File: config.mk
export PLATFORM = sky130hd
export DESIGN_NAME = command_sequencer
export DESIGN_NICKNAME = d
export VERILOG_FILES = /design/src/rtl/command_sequencer.sv
export SDC_FILE = /design/constraint.sdc
export NUM_CORES = 1
export LEC_CHECK = 0
export ABC_AREA = 1
export BUFFER_PORTS_ARGS = -buffer_cell sky130_fd_sc_hd__buf_2
export CAP_MARGIN = 15
export CORE_ASPECT_RATIO = 1.1
export CORE_UTILIZATION = 50
export CTS_CLUSTER_DIAMETER = 30
export DETAILED_ROUTE_END_ITERATION = 10
export GPL_TIMING_DRIVEN = 0
export PLACE_DENSITY = 0.79
export SLEW_MARGIN = 15
export SYNTH_ARGS = -nofsm -noshare
export SYNTH_HDL_FRONTEND = slang
export SYNTH_SLANG_ARGS = --single-unit
File: constraint.sdc
create_clock -name clk -period 1.7 [get_ports clk]
set_input_delay 0.34 -clock clk [delete_from_list [all_inputs] [get_ports clk]]
set_output_delay 0.34 -clock clk [all_outputs]
set_load 0.005 [all_outputs]
File: src/rtl/command_sequencer.sv
// Round-robin arbiter and serializer for one 5-bit command register link.
// Each grant sends the frame 1,0,1,c1,c0. Delivery is confirmed from the register's ready decode.
module command_sequencer #(
    parameter int unsigned NUM_REQ    = 4,
    parameter int unsigned ACK_WINDOW = 2,
    parameter int unsigned MAX_RETRY  = 2,
    parameter int unsigned GAP_CYCLES = 5
) (
    input  logic                 clk,
    input  logic                 reset_n,
    input  logic [NUM_REQ-1:0]   req,
    input  logic [2*NUM_REQ-1:0] cmd,
    output logic [NUM_REQ-1:0]   ack,
    output logic [NUM_REQ-1:0]   nack,
    output logic                 busy,
    output logic                 data,
    output logic                 receive,
    input  logic                 empty,
    input  logic                 ready
);
    localparam int unsigned IdxW   = $clog2(NUM_REQ);
    localparam int unsigned MaxCnt = (GAP_CYCLES > ACK_WINDOW) ? GAP_CYCLES : ACK_WINDOW;
    localparam int unsigned CntW   = $clog2(MaxCnt + 1);

    typedef enum logic [2:0] {StIdle, StWaitEmpty, StSend, StCheck, StGap} state_e;

    state_e              state_q, state_d;
    logic [CntW-1:0]     cnt_q, cnt_d;
    logic [IdxW-1:0]     idx_q, idx_d, rr_q, rr_d;
    logic [1:0]          cmd_q, cmd_d;
    logic [2:0]          retry_q, retry_d;
    logic                retry_pend_q, retry_pend_d;
    logic [NUM_REQ-1:0]  ack_q, ack_d, nack_q, nack_d;
    logic                grant_vld;
    logic [IdxW-1:0]     grant_idx;
    logic [IdxW-1:0]     rr_next;
    logic [1:0]          cmd_sel;
    logic [4:0]          frame;

    // First active request at or after the round-robin pointer.
    always_comb begin
        logic [31:0] pos;
        grant_vld = 1'b0;
        grant_idx = '0;
        for (int unsigned k = 0; k < NUM_REQ; k++) begin
            pos = (32'(rr_q) + k) % NUM_REQ;
            if (!grant_vld && req[pos[IdxW-1:0]]) begin
                grant_vld = 1'b1;
                grant_idx = pos[IdxW-1:0];
            end
        end
    end

    assign cmd_sel = cmd[{grant_idx, 1'b0} +: 2];
    assign rr_next = (idx_q == IdxW'(NUM_REQ - 1)) ? '0 : idx_q + 1'b1;
    assign frame   = {3'b101, cmd_q};
    assign ack     = ack_q;
    assign nack    = nack_q;

    always_comb begin
        state_d      = state_q;
        cnt_d        = cnt_q;
        idx_d        = idx_q;
        rr_d         = rr_q;
        cmd_d        = cmd_q;
        retry_d      = retry_q;
        retry_pend_d = retry_pend_q;
        ack_d        = '0;
        nack_d       = '0;
        busy         = (state_q != StIdle);
        data         = 1'b0;
        receive      = 1'b0;
        case (state_q)
            StIdle: begin
                retry_d      = '0;
                retry_pend_d = 1'b0;
                if (grant_vld) begin
                    idx_d   = grant_idx;
                    cmd_d   = cmd_sel;
                    state_d = StWaitEmpty;
                end
            end
            StWaitEmpty: begin
                if (empty) begin
                    cnt_d   = '0;
                    state_d = StSend;
                end
            end
            StSend: begin
                receive = 1'b1;
                data    = frame[3'd4 - cnt_q[2:0]];
                if (cnt_q == CntW'(4)) begin
                    cnt_d   = '0;
                    state_d = StCheck;
                end else begin
                    cnt_d = cnt_q + 1'b1;
                end
            end
            StCheck: begin
                if (ready) begin
                    ack_d[idx_q] = 1'b1;
                    rr_d         = rr_next;
                    cnt_d        = '0;
                    state_d      = StGap;
                end else if (cnt_q == CntW'(ACK_WINDOW - 1)) begin
                    if (retry_q < 3'(MAX_RETRY)) begin
                        retry_d      = retry_q + 3'd1;
                        retry_pend_d = 1'b1;
                    end else begin
                        nack_d[idx_q] = 1'b1;
                        rr_d          = rr_next;
                    end
                    cnt_d   = '0;
                    state_d = StGap;
                end else begin
                    cnt_d = cnt_q + 1'b1;
                end
            end
            StGap: begin
                // Idle long enough that the register's sliding decode cannot alias a new frame.
                if (cnt_q == CntW'(GAP_CYCLES - 1)) begin
                    cnt_d        = '0;
                    retry_pend_d = 1'b0;
                    state_d      = retry_pend_q ? StWaitEmpty : StIdle;
                end else begin
                    cnt_d = cnt_q + 1'b1;
                end
            end
            default: state_d = StIdle;
        endcase
    end

    always_ff @(posedge clk or negedge reset_n) begin
        if (!reset_n) begin
            state_q      <= StIdle;
            cnt_q        <= '0;
            idx_q        <= '0;
            rr_q         <= '0;
            cmd_q        <= '0;
            retry_q      <= '0;
            retry_pend_q <= 1'b0;
            ack_q        <= '0;
            nack_q       <= '0;
        end else begin
            state_q      <= state_d;
            cnt_q        <= cnt_d;
            idx_q        <= idx_d;
            rr_q         <= rr_d;
            cmd_q        <= cmd_d;
            retry_q      <= retry_d;
            retry_pend_q <= retry_pend_d;
            ack_q        <= ack_d;
            nack_q       <= nack_d;
        end
    end
endmodule
==> impl_metrics.env <==
export IMPL_grt_pass1_vias=1300
export IMPL_die_x_um=56.09
export IMPL_synth_seq_cells=24
export IMPL_hold_ws_ps=333.7
export IMPL_tns_ps=-195.1
export IMPL_p_seq_share_pct=23.5
export IMPL_hold_path_cell_count=4
export IMPL_crit_path_start_kind="flip-flop"
export IMPL_fin_util_pct=67.08
export IMPL_crit_arrival_ps=1510
export IMPL_yosysSeqAreaShare_pct=37.33
export IMPL_crit_type="flip-flop to primary output"
export IMPL_drc_errors=0
export IMPL_drv_slew=0
export IMPL_use_met2_pct=37.41
export IMPL_die_h_um=61.50
export IMPL_post_route_period_util_pct=109.0
export IMPL_insertion_delay_ps=310
export IMPL_gp_congestion=0.7829
export IMPL_start_util_pct=52.79
export IMPL_violations="setup timing"
export IMPL_setup_viol=3
export IMPL_ant_nets=0
export IMPL_hpwl_mm=2.278
export IMPL_yosysUniqueCellTypes=23
export IMPL_syn_area_sq_mm=0.001609
export IMPL_internal_power_mw=2.017
export IMPL_r2r_worst_path_cells=14
export IMPL_slowest_stage="dfrtp_1"
export IMPL_drive_above_1_share_pct=35.40
export IMPL_tritoncts_num_buffers=3
export IMPL_synth_top_flop_cell="dfrtp_1"
export IMPL_synthTopCellsByArea="dfrtp_1 37%, nand2_1 17%, inv_1 10%"
export IMPL_p_leak_nw=1.137
export IMPL_grt_met3_usage_pct=2.521
export IMPL_ys_warn_count=0
export IMPL_synth_edf_count=0
export IMPL_p_comb_share_pct=70.4
export IMPL_fin_nets=302
export IMPL_end_kind="primary output"
export IMPL_drt_pass1_iter_count=4
export IMPL_hold_path_end="cnt_q[0]"
export IMPL_routed_wl_mm=3.350
export IMPL_worst_pin_slew_ps=519.6
export IMPL_grt_usage_pct=19.50
export IMPL_p_sw_mw=2.035
export IMPL_synth_async_reset_ratio_pct=100.0
export IMPL_syn_nets=257
export IMPL_max_slew_margin_pct=65.36
export IMPL_cts_tree="done"
export IMPL_place_ws_ps=-50.42
export IMPL_rr_startpoint="rr_q[0]"
export IMPL_pin_count=27
export IMPL_min_path_type="primary input to flip-flop"
export IMPL_pwr_share_clk_pct=6.1
export IMPL_syn_inst=231
export IMPL_portBuffers=26
export IMPL_met1_usage_pct=22.64
export IMPL_rsz0062_at_grt="true"
export IMPL_r2r_end="cmd_q[1]"
export IMPL_post_drt_wl_per_cell_um=10.88
export IMPL_cts_sinks=24
export IMPL_status="finished with violations"
export IMPL_hold_path_startpoint="empty"
export IMPL_die_area_sq_mm=0.003449
export IMPL_path_cells="inv_2 > ha_4 > inv_2 > nand2_2 > nand2_2 > o31ai_2 > a21oi_1 > buf_2"
export IMPL_timing_fmax_mhz=539.6
export IMPL_overflow=0
export IMPL_vias=1553
export IMPL_final_cell_mix="61 x nand2_1, 35 x inv_1, 27 x buf_2"
export IMPL_vias_per_cell=5.042
export IMPL_switching_share_pct=50.22
export IMPL_period_needed_ps=1853
export IMPL_hold_viol_final=0
export IMPL_synth_top_cell_area_share_pct=37.33
export IMPL_busiest_layer="met2"
export IMPL_avgSynthCellArea_sq_um=6.966
export IMPL_n_antenna_cell=0
export IMPL_slowest_delay_ps=420
export IMPL_areaGrowthSynthToFinish_pct=27.06
export IMPL_antenna_found_initial=0
export IMPL_power_mw=4.051
export IMPL_powerDensity_mw_per_mm2=1982
export IMPL_drt_iter0_markers=34
export IMPL_reg2reg_slack_ps=-20
export IMPL_maxCapViolCount=0
export IMPL_path_clk_slew_ps=130
export IMPL_final_common_cell="nand2_1"
export IMPL_critPathMaxFanout=2
export IMPL_fin_ws_ps=-153.2
export IMPL_htree_levels=1
export IMPL_coreArea_sq_mm=0.003048
export IMPL_peakVddDrop_uv=1224
export IMPL_skew_ps=6.321
export IMPL_clock_path_buffers=2
export IMPL_clockRootBuffer="clkbuf_4"
export IMPL_grt_max_degree=25
export IMPL_grt_pass1_wl_mm=5.306
export IMPL_rows=21
export IMPL_yosysTopAreaCell="dfrtp_1"
export IMPL_required_ps=1360
-- registers in the layout, indices dropped and copies added (netlist names) --
name,flops
ack,4
cmd_q,2
cnt_q,3
idx_q,2
nack,4
retry_pend_q,1
retry_q,3
rr_q,2
state_q,3
-- area by class of cell --
| cell class | instances | area [sq um] |
|---|---|---|
| sequential | 24 | 604.3 |
| fill | 254 | 1003 |
| timing repair buffer | 40 | 239.0 |
| multi-input combinational | 159 | 945.9 |
| buffer | 1 | 11.26 |
| clock buffer | 3 | 22.52 |
| tap | 34 | 42.54 |
| inverter | 47 | 178.9 |
-- cell families after synthesis --
group	Yosys count	synth area share, %
buffers and inverters	48	11.66
flip-flops	24	37.33
XOR/XNOR	1	0.5444
AO/OA/AOI/OAI	25	8.787
adder cells (fa/ha/maj)	10	7.776
AND/OR/NAND/NOR	123	33.90
-- metrics by stage --
stage / std cells / cell area (sq um)
6_report: 308 / 2044
5_1_grt: 308 / 2044
4_1_cts: 298 / 1887
3_5_place_dp: 291 / 1782
3_3_place_gp: 291 / 1782
2_1_floorplan: 231 / 1609
-- power by group through the flow --
stage,registers (mW),clock network (mW),logic [mW]
finish,0.952,0.247,2.85
global route,0.982,0.274,3.24
CTS,0.928,0.248,2.32
detailed placement,0.936,0,2.11
global placement,0.932,0,2.08
floorplan,0.899,0,1.72
-- how the worst max path moves through the flow --
stage | startpoint | end | cells after the start | slack [ps]
finish | cnt_q[1] | data | 8 | -150
global route | cnt_q[0] | data | 8 | -290
CTS | cnt_q[0] | data | 7 | -150
detailed placement | cnt_q[0] | data | 7 | -50
global placement | cnt_q[0] | data | 7 | 20
floorplan | cnt_q[0] | data | 6 | 170
-- metal layers --
layer | up-vias | part of all wire (%) | wire length (um)
met3 | 5 | 3.8 | 128
li1 | 802 | - | -
met4 | 0 | 1.6 | 53
met2 | 42 | 51 | 1708
met5 | - | 0 | 0
met1 | 704 | 44 | 1461
-- synth_stat cells, types with 2 or more instances --
| cell type | count |
|---|---|
| o21ai_0 | 11 |
| nand2_2 | 7 |
| a21oi_1 | 7 |
| nor3_1 | 5 |
| o31ai_1 | 2 |
| nor2_2 | 3 |
| inv_2 | 3 |
| nand4_1 | 5 |
| nand2_1 | 71 |
| o21a_1 | 2 |
| inv_1 | 43 |
| ha_1 | 10 |
| nand3_1 | 11 |
| nand3_2 | 3 |
| nor2_1 | 17 |
| dfrtp_1 | 24 |
-- critical path, delay by kind of cell, from the launching register on --
kind                     cells  cell delay, ps
flip-flops                   1             420
buffers and inverters        3             270
adder cells (fa/ha/maj)      1             210
AO/OA/AOI/OAI                2             200
AND/OR/NAND/NOR              2             100
-- repair_timing --
action,in CTS,in global routing
resized for setup,14,34
hold endpoints to repair,14,0
setup buffers,3,9
setup endpoints to repair,4,13
pin swaps,3,17
hold buffers,1,0
gates cloned,0,1
No activity file was read; power rests on OpenSTA's default activity.
